`config.mk`:
```
export PLATFORM = sky130hd
export DESIGN_NAME = mmix_bus_arbiter
export DESIGN_NICKNAME = d
export VERILOG_FILES = /design/src/rtl/mmix_bus_arbiter.sv
export SDC_FILE = /design/constraint.sdc
export NUM_CORES = 1
export LEC_CHECK = 0
export ABC_AREA = 0
export BUFFER_PORTS_ARGS = -buffer_cell sky130_fd_sc_hd__buf_2
export CAP_MARGIN = 20
export CORE_AREA = 2 2 231 233
export DETAILED_ROUTE_END_ITERATION = 16
export DIE_AREA = 0 0 233 235
export GPL_ROUTABILITY_DRIVEN = 0
export PLACE_DENSITY = 0.41
export SLEW_MARGIN = 20
export SYNTH_ARGS = -nofsm -noshare
export SYNTH_HDL_FRONTEND = slang
export SYNTH_SLANG_ARGS = --single-unit
```
`constraint.sdc`:
```
create_clock -name clk -period 2.75 [get_ports clk]
set_input_delay 0.55 -clock clk [delete_from_list [all_inputs] [get_ports clk]]
set_output_delay 0.55 -clock clk [all_outputs]
set_load 0.02 [all_outputs]
```
`src/rtl/mmix_bus_arbiter.sv`:
```
// Two-port arbiter onto a single MMIX memory bus: port 0 (CPU), port 1 (debug/DMA).
// Latency: request sampled at edge E drives the bus after E. The earliest pN_done is the cycle after E+1.
// Backpressure: requesters hold strobes until pN_done; the bus is held in BUSY until mmix_done.
// Build option: define MMIX_ARB_ROUND_ROBIN_EN for round-robin contention; default is fixed priority to port 0.
module mmix_bus_arbiter #(
    parameter int ADDR_W = 64,
    parameter int DATA_W = 64
) (
    input  logic              clk,
    input  logic              reset_n,

    input  logic [ADDR_W-1:0] p0_address,
    input  logic [1:0]        p0_datasize,
    input  logic              p0_read,
    input  logic              p0_write,
    input  logic [DATA_W-1:0] p0_writedata,
    output logic [DATA_W-1:0] p0_readdata,
    output logic              p0_done,

    input  logic [ADDR_W-1:0] p1_address,
    input  logic [1:0]        p1_datasize,
    input  logic              p1_read,
    input  logic              p1_write,
    input  logic [DATA_W-1:0] p1_writedata,
    output logic [DATA_W-1:0] p1_readdata,
    output logic              p1_done,

    output logic [ADDR_W-1:0] mmix_address,
    output logic [1:0]        mmix_datasize,
    output logic              mmix_read,
    output logic              mmix_write,
    output logic [DATA_W-1:0] mmix_writedata,
    input  logic [DATA_W-1:0] mmix_readdata,
    input  logic              mmix_done,

    output logic              arb_grant,
    output logic              arb_busy
);

    typedef enum logic [1:0] {
        IDLE = 2'd0,
        BUSY = 2'd1,
        ACK  = 2'd2
    } state_t;

    state_t            state;
    state_t            state_nxt;

    logic              req0;
    logic              req1;
    logic              any_req;
    logic              grant_nxt;
    logic              launch;
    logic              finish;

    logic [ADDR_W-1:0] sel_address;
    logic [1:0]        sel_datasize;
    logic [DATA_W-1:0] sel_writedata;
    logic              sel_is_read;

    logic [DATA_W-1:0] rd_cap;

    assign req0    = p0_read | p0_write;
    assign req1    = p1_read | p1_write;
    assign any_req = req0 | req1;

    // Requests are only looked at in IDLE; a returning mmix_done only matters in BUSY.
    assign launch  = (state == IDLE) && any_req;
    assign finish  = (state == BUSY) && mmix_done;

`ifdef MMIX_ARB_ROUND_ROBIN_EN
    // Port granted by the previous transaction; resets to 1 so port 0 wins the first contention.
    logic last_grant;

    // Remember who got the bus so the other port wins the next tie.
    always_ff @(posedge clk or negedge reset_n) begin
        if (!reset_n) begin
            last_grant <= 1'b1;
        end else if (launch) begin
            last_grant <= grant_nxt;
        end
    end

    // Tie goes to the port not granted last; a lone request always wins.
    always_comb begin
        grant_nxt = 1'b0;
        if (req0 && req1) begin
            grant_nxt = ~last_grant;
        end else begin
            grant_nxt = ~req0;
        end
    end
`else
    // Fixed priority: port 0 whenever it requests.
    always_comb begin
        grant_nxt = 1'b0;
        if (!req0) begin
            grant_nxt = 1'b1;
        end
    end
`endif

    // Mux the winning port's request fields; read beats write when both strobes are up.
    always_comb begin
        sel_address   = p0_address;
        sel_datasize  = p0_datasize;
        sel_writedata = p0_writedata;
        sel_is_read   = p0_read;
        if (grant_nxt) begin
            sel_address   = p1_address;
            sel_datasize  = p1_datasize;
            sel_writedata = p1_writedata;
            sel_is_read   = p1_read;
        end
    end

    // FSM state register.
    always_ff @(posedge clk or negedge reset_n) begin
        if (!reset_n) begin
            state <= IDLE;
        end else begin
            state <= state_nxt;
        end
    end

    // FSM next state: BUSY has no timeout and waits for mmix_done indefinitely.
    always_comb begin
        state_nxt = state;
        case (state)
            IDLE:    if (any_req)   state_nxt = BUSY;
            BUSY:    if (mmix_done) state_nxt = ACK;
            ACK:                    state_nxt = IDLE;
            default:                state_nxt = IDLE;
        endcase
    end

    // Bus request registers: loaded at launch, strobes dropped when the memory answers.
    // The request fields stay frozen through BUSY because only launch can load them.
    // Reset clears the strobes asynchronously, abandoning any transaction in flight.
    always_ff @(posedge clk or negedge reset_n) begin
        if (!reset_n) begin
            mmix_address   <= '0;
            mmix_datasize  <= 2'd0;
            mmix_writedata <= '0;
            mmix_read      <= 1'b0;
            mmix_write     <= 1'b0;
            arb_grant      <= 1'b0;
        end else if (launch) begin
            mmix_address   <= sel_address;
            mmix_datasize  <= sel_datasize;
            mmix_writedata <= sel_writedata;
            mmix_read      <= sel_is_read;
            mmix_write     <= ~sel_is_read;
            arb_grant      <= grant_nxt;
        end else if (finish) begin
            mmix_read      <= 1'b0;
            mmix_write     <= 1'b0;
        end
    end

    // Capture the memory response on completion; it is held until the next completion.
    always_ff @(posedge clk or negedge reset_n) begin
        if (!reset_n) begin
            rd_cap <= '0;
        end else if (finish) begin
            rd_cap <= mmix_readdata;
        end
    end

    // Both ports see the capture register; only the granted one gets a done pulse in ACK.
    assign p0_readdata = rd_cap;
    assign p1_readdata = rd_cap;
    assign p0_done     = (state == ACK) && !arb_grant;
    assign p1_done     = (state == ACK) &&  arb_grant;
    assign arb_busy    = (state == BUSY);

endmodule

```
After elaboration in Yosys (flattened, before gate mapping):

Cells that the tools add are included.

* register bits: 199
* input port bits: 331
* bits in writable memories: 0
* bits in read-only memories: 0
* output and inout port bits: 264
* memories kept: 0
* latch bits: 0
* word-level logic and storage cells: 35

* div/mod/pow operators: 0
* shifts and indexed selects: 0
* multiply operators: 0
* mux-type cells: 11
* $lt $le $gt $ge: 0
* add/subtract/negate cells: 0
* bitwise operators: 4
* reductions and logical operators: 8
* eq/ne operators: 4

Operators with widths (count)
* 2-to-1 mux 64 bit: 2
* 2-to-1 mux 2 bit: 3
* 2-to-1 mux 1 bit: 5
* logical AND 1 bit: 4
* inequality test 2 bit (second input constant): 2
* case mux 2 bit (2 select lines): 1
* bitwise OR 1 bit: 3
* == test 2 x 1 -> 1 bit (second input constant): 1
* == test 2 bit (second input constant): 1
* zero test 2 bit: 1
* AND reduction 2 bit: 1
* nonzero test 2 bit: 1
* zero test 1 bit: 1
* inverter 1 bit: 1

Longest topological paths before layout:

Gate-level depths: netlist of the first run.

* word-level depth: 4
* gate-level depth with buffers: 5
* depth with buffers taken out: 3

Worst setup path before layout of the first run:

OpenSTA, ideal clock, no wires.

* path type: input to register
* start point: in p0_read
* end point: reg mmix_address[14]
* path buffers: 2
* setup time: 0.128 ns
* arrival: 1.754 ns
* stages: 5
* path slack: 0.869 ns
* data required time: 2.622 ns
* cells stage by stage: nor2_2 > buf_2 > buf_2 > mux2_2 > mux2_1

* cells in the longest elaborated chain, start to end: 3
* elaborated cells between the ends (all ways): 4
* classes of those cells: mux (1); bitwise (2); reduce/logical (1)

RTL lines
* from (decl): RTL line 14 `input logic p0_read,`
* bitwise OR 1 bit (*): RTL line 63 `assign req0 = p0_read | p0_write;`
* bitwise OR 1 bit: RTL line 65 `assign any_req = req0 | req1;`
* logical AND 1 bit: RTL line 68 `assign launch = (state == IDLE) && any_req;`
* to (signal assigned): RTL line 149 `mmix_address <= sel_address;`
* to (decl): RTL line 28 `output logic [ADDR_W-1:0] mmix_address,`

Every way passes the cells marked *; elsewhere a longest branch is shown, timed or not.
A chain may end at the register's enable or synchronous reset.

Worst setup path in the final report of the first run:

* start point: reg state[0]
* end point: out arb_busy

* cells in the longest elaborated chain, start to end: 1

RTL lines
* from (decl): RTL line 46 `state_t state;`
* from (signal assigned): RTL line 122 `state <= state_nxt;`
* == test 2 x 1 -> 1 bit: RTL line 175 `assign arb_busy = (state == BUSY);`
* to (decl): RTL line 37 `output logic arb_busy`

Every way passes these cells.

==> results by group, run 1 <==
Outcome
  • Status: completed

Power
  • PwrDens: 1197 nW/um2
  • Lkg Pwr: 6.478 nW
  • Worst VDD drop: 0.0006314 V

Timing
  • Worst Tran Pin Value: 0.6501 ns
  • Clk_skew: 0.02177 ns
  • Max transition margin: 56.66%
  • RSZ-0062 raised after global routing: false
  • Fmax: 485.2 MHz
  • Setup tns final: 0 ns
  • Tmin final: 2.061 ns
  • Final Slew Violations: 0
  • Final setup fails: 0
  • Final Hold Viols: 0
  • Tcrit/Tclk final: 74.94%
  • Setup ws final: 0.6891 ns

Critical path
  • CP startpoint kind: flop
  • CP required: 2.20 ns
  • Crit path kind: reg2out
  • Worst flop-to-flop path startpoint: state[0]
  • R2r worst-path depth: 4
  • WP data arrival: 1.51 ns
  • Crit Path Max Fanout: 7
  • R2R setup slack: 0.88 ns
  • Worst reg2reg endpoint: mmix_writedata[22]
  • Critical Path End Type: output pin

Clock network
  • TritonCTS buffer count: 17
  • Worst-Skew Late Latency: 0.49 ns
  • CTS tree: yes
  • Post-CTS setup buffer count: 0
  • CTS H-tree depth: 4
  • # clock sinks: 199
  • CTS Buffer Depth: 2
  • CTS root buffer: clkbuf_16
  • Post-CTS Hold Fix Bufs: 0
  • CTS clock-pin slew for the worst setup and hold paths: 0.08 ns
  • PostCTS Resize Cnt: 0

Yosys
  • Post-synthesis compound-gate area fraction: 0.3719%
  • Syn Std Cell Area: 9419 um2
  • Post-synthesis xor/xnor area fraction: 0%
  • Post-synthesis mux area share: 38.96%
  • Adder-Cell Fraction of Synth Area: 0%
  • Mean Syn Cell Area: 14.72 um2
  • Distinct cells, synth: 21
  • Syn Inst Count: 640
  • Top post-synthesis cells by area: dfrtp_1 53%, mux2_2 37%, buf_4 5.7%
  • Synthesis-stage register bit count: 199
  • Yosys top cell by area: dfrtp_1
  • Main combinational cell family by area after synthesis: multiplexers
  • Yosys warns: 0
  • Syn Nets: 971
  • Sequential cell area fraction in the yosys report: 52.87%
  • Simple-gate share of the synthesized area: 0.5845%
  • Top cell type's share of synthesized area: 52.87%

Placement
  • DP HPWL: 23.63 mm
  • Placement Setup Slack: 0.5185 ns
  • PortBufs: 594

Layout
  • Leading cell type in the layout, fill and taps excluded: buf_2
  • Nets: 1,512
  • Filler cells: 5,455
  • Syn-to-layout area delta: 43.72%
  • Share of layout cells above drive strength 1: 80.80%
  • Most frequent cells in the layout: 593 x buf_2, 311 x mux2_2, 199 x dfrtp_1, 18 x buf_4, 17 x clkbuf_16

GRT
  • Vias in the first global route: 7,437
  • First-pass GRT wire length: 44.38 mm
  • Remaining global-route overflow: 0
  • Largest net degree at the start of global routing: 68
  • Gr usage total: 10.92%
  • Initial antenna violation count: 1

Detailed routing
  • # DRC: 0
  • ANT nets after route: 0
  • Vias per std cell: 3.739
  • DRT iter0 DRCs: 132
  • Pre-Repair DR Iteration Count: 4
  • WL final: 30.20 mm
  • Via Count: 7,036
  • Drt wl/cell: 16.05 um

Floorplanning
  • Width of the die: 233 um
  • Num rows: 84
  • Core area: 52,240 um2
  • Initial Util: 18.03%
  • I/O pins: 595
  • Die ar.: 54,760 um2
  • Die Y: 235 um

Job
  • Number of max-cap violations: 0

Hold path
  • Hold crit path type: in2async
[kinds of logic after synthesis]
| family | Yosys count |
|---|---|
| simple gates | 9 |
| buf+inv | 102 |
| mux | 326 |
| flops | 199 |
| compound gates | 4 |
[cell usage after synthesis]
cell type and n:
and3b_1 1, mux2_2 311, a211oi_2 1, nor3b_1 1, buf_4 71, nand2_1 1
o32a_1 1, a21o_1 1, buf_2 24, nor2b_1 1, buf_1 4, a21oi_1 1
nor3_1 1, nor2_2 1, mux2i_1 1, mux2_1 14, nor2_1 1, nand3b_1 1
and2_0 1, dfrtp_1 199, inv_1 3
[stage by stage]
stage | total power, mW | hold slack, ns | utilization, % | cell area [um2] | instances
floorplan | 11.05 | 0.2544 | - | 9419 | 640
global placement | 13.67 | 0.4613 | 24.74 | 12920 | 1850
detailed placement | 13.68 | 0.4694 | 24.74 | 12920 | 1850
CTS | 16.55 | 0.06393 | 25.91 | 13530 | 1881
global route | 17.17 | 0.09804 | 25.92 | 13540 | 1882
finish | 16.21 | 0.08650 | 25.92 | 13540 | 1882
[worst max path at each step]
stage,from,endpoint,depth (start not counted)
after floorplan,p0_read,mmix_address[14],5
after global placement,p0_read,mmix_address[18],6
after detailed placement,p0_read,mmix_writedata[35],6
after CTS,state[0],arb_busy,2
after global routing,state[0],arb_busy,2
final,state[0],arb_busy,2
[where the power goes]
| group | switching, mW | internal (mW) | total (mW) |
|---|---|---|---|
| clock | 1.28 | 1.46 | 2.74 |
| sequential | 0.930 | 4.44 | 5.37 |
| combinational | 4.68 | 3.41 | 8.09 |
[layer usage]
layer	track usage (%)	up-vias	share of wire, %
li1	-	3275	-
met1	12.04	3428	39
met2	19.26	308	52
met3	3.568	25	7.6
met4	4.266	0	1.9
met5	0	-	0
[sequential cells by signal, indices dropped and copies added, names as in the netlist]
| name | cells |
|---|---|
| arb_grant | 1 |
| mmix_address | 64 |
| mmix_datasize | 2 |
| mmix_read | 1 |
| mmix_write | 1 |
| mmix_writedata | 64 |
| p0_readdata | 64 |
| state | 2 |
[layout make-up]
type	count	area, um2	area share, %
Timing Repair Buffer	621	3297	24.36
Multi-Input combinational cell	339	3772	27.87
Tap cell	688	860.8	6.359
Antenna cell	1	2.502	0.01849
Clock inverter	13	183.9	1.359
Sequential cell	199	4980	36.79
Clock buffer	18	429.2	3.170
Inverter	3	11.26	0.08319
[critical path, cell delays in order (launching register included)]
cell and delay (ns):
dfrtp_1 0.49, nor2b_1 0.28, buf_2 0.24
Power figures use the tool's default switching activity.
==> run 2, diff against run 1 <==
CORE_AREA = 2 2 234 236   (was 2 2 231 233)
DIE_AREA = 0 0 236 238   (was 0 0 233 235)
PLACE_DENSITY = 0.4   (was 0.41)
clock period = 1.92 ns   (was 2.75 ns; I/O delays follow)
==> run 2 against run 1 <==
Clock-buffer cell count increased by 2; critical path depth is 1 higher; clock skew is 0.0073 ns lower; non-clock buffer count up 20; sequential share of layout area down 0.67 points; total power is 45% higher; final cell count grew 1.5%; die area increased by 2.6%; via count increased by 0.38%; clock power grew 45%; largest power group unchanged.
==> results by group, run 2 (synthesis results as in run 1) <==
Floorplanning
  • Num rows: 85 (+1.2%)
  • Die Y: 238 um (+1.3%)
  • Die ar.: 56,170 um2 (+2.6%)
  • Width of the die: 236 um (+1.3%)
  • Initial Util: 17.61% (-0.42 points)
  • I/O pins: 595 (unchanged)
  • Core area: 53,500 um2 (+2.4%)

GRT
  • First-pass GRT wire length: 44.58 mm (+0.45%)
  • Initial antenna violation count: 0 (-1)
  • Vias in the first global route: 7,552 (+1.5%)
  • Remaining global-route overflow: 0 (unchanged)
  • Largest net degree at the start of global routing: 72 (+5.9%)
  • Gr usage total: 10.66% (-0.26 points)

Critical path
  • CP required: 1.54 ns (-0.66 ns)
  • CP Buf/Inv Count: 2 (+1)
  • Critical-path top delay cell: dfrtp_1
  • WP data arrival: 1.40 ns (-0.11 ns)
  • Worst flop-to-flop path startpoint: state[0]
  • Worst reg2reg endpoint: mmix_writedata[29]
  • Worst-path cell chain: buf_4, nor3b_1, buf_4
  • Critical Path End Type: output pin
  • R2R setup slack: 0.14 ns (-0.74 ns)
  • CP startpoint kind: flop
  • R2r worst-path depth: 5 (+1)
  • CP dominant cell by count: buf_4
  • Crit path kind: reg2out
  • Crit Path Max Fanout: 5 (-2)
  • Crit-path max cell delay: 0.39 ns (-0.10 ns)
  • Delay-heaviest family, CP: flip-flops

Placement
  • PortBufs: 594 (unchanged)
  • DP HPWL: 24.30 mm (+2.9%)
  • Placement Setup Slack: 0.008819 ns (-0.5097 ns)

Detailed routing
  • Via Count: 7,063 (+0.38%)
  • WL final: 30.27 mm (+0.23%)
  • Vias per std cell: 3.698 (-1.1%)
  • DRT iter0 DRCs: 124 (-6.1%)
  • Wire length on met3: 2.104 mm (-8.4%)
  • Drt wl/cell: 15.85 um (-1.2%)
  • ANT nets after route: 0 (unchanged)
  • WL met1: 11.57 mm (-1.6%)
  • # DRC: 0 (unchanged)
  • Pre-Repair DR Iteration Count: 4 (unchanged)
  • Wire length on met2: 15.93 mm (+2.3%)
  • Top routing layer used: met4

Timing
  • Final Hold Viols: 0 (unchanged)
  • Setup tns final: 0 ns (unchanged)
  • Clk_skew: 0.01442 ns (-0.007345 ns)
  • Fmax: 559.5 MHz
  • Final setup fails: 0 (unchanged)
  • Tmin final: 1.787 ns
  • Worst Tran Pin Value: 0.4212 ns (-0.2289 ns)
  • Max transition margin: 71.92% (+15 points)
  • Tcrit/Tclk final: 93.10%
  • Setup ws final: 0.1326 ns (-0.5565 ns)
  • Final Slew Violations: 0 (unchanged)
  • RSZ-0062 raised after global routing: false

Clock network
  • TritonCTS buffer count: 17 (unchanged)
  • CTS Buffer Depth: 2 (unchanged)
  • CTS clock-pin slew for the worst setup and hold paths: 0.08 ns (about the same)
  • CTS root buffer: clkbuf_16
  • CTS tree: yes
  • CTS H-tree depth: 4 (unchanged)
  • # clock sinks: 199 (unchanged)
  • Worst-Skew Late Latency: 0.48 ns (about the same)

Power
  • Worst VDD drop: 0.0007890 V (+25%)
  • Comb power frac: 50.5% (+0.6 points)
  • Lkg Pwr: 6.609 nW (+2.0%)
  • Sw Pwr: 9.862 mW (+43%)
  • Clock power frac: 16.9% (about the same)
  • P_int: 13.58 mW (+46%)
  • PwrDens: 1700 nW/um2 (+42%)
  • Seq pwr share: 32.6% (-0.6 points)
  • Sw frac: 42.07% (-0.41 points)

Job
  • Number of max-cap violations: 0 (unchanged)

Layout
  • Share of layout cells above drive strength 1: 81.05% (+0.25 points)
  • Nets: 1,532 (+1.3%)
  • Filler cells: 5,676 (+4.1%)
  • Reg area: 4980 um2 (unchanged)
  • # diodes: 0 (-1)
  • Leading cell type in the layout, fill and taps excluded: buf_2
  • Multi-input gate area: 3772 um2 (unchanged)
  • Most frequent cells in the layout: 592 x buf_2, 311 x mux2_2, 199 x dfrtp_1, 33 x buf_4, 17 x clkbuf_16
  • Syn-to-layout area delta: 46.37%

Outcome
  • Status: completed

Hold path
  • Hold crit path type: in2reg
  • Hold Path Sink: p0_readdata[52]
  • Hold_sp: mmix_readdata[52]
  • Hold path depth: 2
==> run 2: cell count changes in the layout (fill, tap and decap cells not counted) <==
cell / before / now
clkinv_8: 0 / 1
clkbuf_8: 1 / 3
inv_6: 4 / 3
buf_4: 18 / 33
diode_2: 1 / 0
clkinv_4: 1 / 3
inv_8: 4 / 2
clkinv_2: 1 / 0
buf_2: 593 / 592
buf_12: 9 / 14
dlygate4sd3_1: 0 / 1
==> run 2: area by class of cell <==
type | instances | area share (%)
flip-flops and latches | 199 | 36.12
multi-input cells | 339 | 27.36
repair buffers | 641 | 25.49
well taps | 696 | 6.316
clock buffers | 20 | 3.312
clock inverters | 12 | 1.316
inverters | 3 | 0.08168
==> run 2: worst max path at each step <==
| stage | start | end | slack [ns] | cells after the start |
|---|---|---|---|---|
| after floorplan | p0_read | mmix_address[14] | 0.20 | 5 |
| after global placement | p0_read | mmix_address[14] | 0.03 | 6 |
| after detailed placement | p0_read | mmix_address[30] | 0.009 | 6 |
| after CTS | state[0] | p1_done | 0.05 | 3 |
| after global routing | state[0] | p0_done | 0.002 | 3 |
| final | state[0] | p0_done | 0.13 | 3 |
==> run 2: power by group through the flow <==
stage	combinational, mW	clock, mW	sequential (mW)
3_3_place_gp	12.1	0	7.72
2_1_floorplan	5.58	0	10.2
6_report	11.8	3.97	7.63
3_5_place_dp	12.0	0	7.75
4_1_cts	12.1	4.21	7.69
5_1_grt	12.6	4.32	7.96
==> run 2: routing by layer <==
layer / vias to the layer above / global-route usage [%]
li1: 3314 / -
met1: 3420 / 11.32
met2: 298 / 19.34
met3: 31 / 3.332
met4: 0 / 4.767
met5: - / 0
==> run 2: what timing repair did <==
item	CTS	global route
endpoints found under the hold margin	24	0
hold buffers	1	0
setup endpoints to repair	3	0
resized for setup	1	0
setup buffers	1	0
==> run 2: metrics by stage <==
step	std cells	utilization, %	hold WS, ns	power [mW]	area (um2)
2_1_floorplan	640	-	0.08841	15.83	9419
3_3_place_gp	1876	24.54	0.2899	19.83	13130
3_5_place_dp	1876	24.54	0.2883	19.80	13130
4_1_cts	1910	25.77	0.05432	23.98	13790
5_1_grt	1910	25.77	0.07848	24.86	13790
6_report	1910	25.77	0.1219	23.44	13790
==> run 3, diff against run 2 <==
CELL_PAD_IN_SITES_DETAIL_PLACEMENT = 0   (was not set)
CELL_PAD_IN_SITES_GLOBAL_PLACEMENT = 1   (was not set)
PLACE_DENSITY = 0.49   (was 0.4)
==> run 3 against run 2 <==
Combinational power about the same; maximum frequency up 2.7%; critical path depth decreased by 1; non-clock buffer count fell by 5; clock power decreased by 6.3%; setup slack better by 0.048 ns; routed wire length rose by 2.3%; sequential power rose by 0.5%; global-route usage rose by 0.24 points; hold slack improved by 0.016 ns; critical endpoint unchanged; highest routed layer is now met5.
==> results by group, run 3 (synthesis results as in run 1) <==
Outcome
  • Status: completed

Layout
  • Nets: 1,527 (-0.33%)
  • Leading cell type in the layout, fill and taps excluded: buf_2
  • Final Util: 25.51% (-0.26 points)
  • Final instance area: 13,650 um2 (-1.0%)
  • Post-Layout Cell Count: 1,906 (-0.21%)
  • Reg area: 4982 um2 (about the same)
  • Share of layout cells above drive strength 1: 81.22% (+0.17 points)
  • Filler cells: 5,688 (+0.21%)
  • Multi-input gate area: 3775 um2 (about the same)
  • Most frequent cells in the layout: 593 x buf_2, 311 x mux2_2, 197 x dfrtp_1, 32 x buf_4, 17 x clkbuf_16
  • Syn-to-layout area delta: 44.89%

Timing
  • Max transition margin: 71.26% (-0.66 points)
  • RSZ-0062 raised after global routing: false
  • Worst Tran Pin Value: 0.4311 ns (+0.009866 ns)
  • Clk_skew: 0.006992 ns (-0.007431 ns)
  • Final Slew Violations: 0 (unchanged)
  • Worst hold slack: 0.1378 ns (+0.01595 ns)
  • Final Hold Viols: 0 (unchanged)
  • Final setup fails: 0 (unchanged)
  • Fmax: 574.7 MHz (+2.7%)
  • Tcrit/Tclk final: 90.62% (-2.5 points)
  • Setup tns final: 0 ns (unchanged)
  • Setup ws final: 0.1801 ns (+0.04754 ns)
  • Tmin final: 1.740 ns (-0.04754 ns)

Critical path
  • Worst reg2reg endpoint: mmix_writedata[43]
  • WP depth: 2 (-1)
  • Delay-heaviest family, CP: flip-flops
  • Critical Path End Type: output pin
  • Worst-path cell chain: nor3b_1, buf_2
  • Crit. Startpoint: state[0]
  • Worst flop-to-flop path startpoint: state[0]
  • Critical-path top delay cell: dfrtp_2
  • CP Buf/Inv Count: 1 (-1)
  • CP startpoint kind: flop
  • Critical Path Sink: p0_done
  • Crit-path max cell delay: 0.46 ns (+0.07 ns)
  • R2r worst-path depth: 4 (-1)
  • R2R setup slack: 0.25 ns (+0.11 ns)
  • Crit Path Max Fanout: 7 (+2)
  • CP required: 1.54 ns (about the same)
  • Crit path kind: reg2out
  • WP data arrival: 1.36 ns (-0.04 ns)

Power
  • Seq pwr share: 33.1% (+0.5 points)
  • Sw frac: 42.39% (+0.32 points)
  • P_int: 13.37 mW (-1.6%)
  • Comb power frac: 50.9% (+0.4 points)
  • PwrDens: 1700 nW/um2 (about the same)
  • Worst VDD drop: 0.0007738 V (-1.9%)
  • Sw Pwr: 9.836 mW (-0.26%)
  • Total power: 23.20 mW (-1.0%)
  • Lkg Pwr: 6.536 nW (-1.1%)
  • Clock power frac: 16.0% (-0.9 points)

GRT
  • First-pass GRT wire length: 45.46 mm (+2.0%)
  • Initial antenna violation count: 2 (+2)
  • Remaining global-route overflow: 0 (unchanged)
  • Vias in the first global route: 7,551 (-0.013%)
  • Gr usage total: 10.90% (+0.24 points)
  • Largest net degree at the start of global routing: 67 (-6.9%)

Clock network
  • TritonCTS buffer count: 17 (unchanged)
  • CTS root buffer: clkbuf_16
  • Post-CTS setup buffer count: 0 (-1)
  • # clock sinks: 199 (unchanged)
  • CTS H-tree depth: 4 (unchanged)
  • CTS Buffer Depth: 2 (unchanged)
  • CTS clock-pin slew for the worst setup and hold paths: 0.08 ns (about the same)
  • CTS tree: yes
  • Worst-Skew Late Latency: 0.47 ns (about the same)

Floorplanning
  • Width of the die: 236 um (unchanged)
  • I/O pins: 595 (unchanged)
  • Initial Util: 17.61% (unchanged)
  • Die Y: 238 um (unchanged)
  • Core area: 53,500 um2 (unchanged)
  • Die ar.: 56,170 um2 (unchanged)
  • Num rows: 85 (unchanged)

Placement
  • Placement Setup Slack: 0.01981 ns (+0.01099 ns)
  • Placed Area: 13,040 um2 (-0.70%)
  • DP HPWL: 24.79 mm (+2.0%)
  • PortBufs: 594 (unchanged)
  • Dpl cells: 1,872 (-0.21%)

Detailed routing
  • DRT iter0 DRCs: 149 (+20%)
  • ANT nets after route: 0 (unchanged)
  • # DRC: 0 (unchanged)
  • Drt wl/cell: 16.25 um (+2.6%)
  • Via Count: 7,044 (-0.27%)
  • Vias per std cell: 3.696 (about the same)
  • Pre-Repair DR Iteration Count: 4 (unchanged)
  • WL final: 30.98 mm (+2.3%)

Hold path
  • Hold crit path type: in2reg

Job
  • Number of max-cap violations: 0 (unchanged)
## run 3: cell count changes in the layout (fill, tap and decap cells not counted)
cell        delta
bufinv_16      -1
clkinv_4       -3
buf_4          -1
buf_2          +1
buf_12         -5
dfrtp_2        +2
nor2b_2        +1
inv_6          +1
dfrtp_1        -2
clkinv_2       +3
clkbuf_8       -2
clkinvlp_4     +2
nor2b_1        -1
diode_2        +1
## run 3: power groups by stage
stage / Combinational (mW) / Clock [mW] / Sequential, mW
after global placement: 12.0 / 0 / 7.75
after CTS: 12.0 / 3.93 / 7.73
after global routing: 12.5 / 4.12 / 7.99
final: 11.8 / 3.72 / 7.67
after floorplan: 5.58 / 0 / 10.2
after detailed placement: 12.0 / 0 / 7.78
## run 3: cell type report
type,instances,share of cell area [%]
diodes,1,0.01834
clock buffers,18,3.145
clock inverters,14,1.201
inverters,3,0.08252
multi-input cells,339,27.66
flip-flops and latches,199,36.51
well taps,696,6.381
repair buffers,636,25.00
## run 3: worst min-delay path by stage
stage / startpoint / endpoint / slack [ns] / cells past startpoint
2_1_floorplan: reset_n / arb_grant / 0.09 / 0
3_3_place_gp: reset_n / mmix_writedata[50] / 0.37 / 1
3_5_place_dp: reset_n / mmix_writedata[50] / 0.37 / 1
4_1_cts: mmix_readdata[28] / p0_readdata[28] / 0.08 / 2
5_1_grt: mmix_readdata[1] / p0_readdata[1] / 0.09 / 2
6_report: mmix_readdata[28] / p0_readdata[28] / 0.14 / 2
## run 3: what timing repair did
item	in CTS	in global routing
hold buffers	1	0
resized for setup	1	2
setup endpoints to repair	1	2
hold endpoints to repair	31	0
## run 3: per-layer routing
metal	global-route usage, %	vias to the layer above	wire (um)
li1	-	3310	-
met1	11.92	3389	12010
met2	19.29	311	16030
met3	3.957	32	2369
met4	4.073	2	556
met5	0	-	13
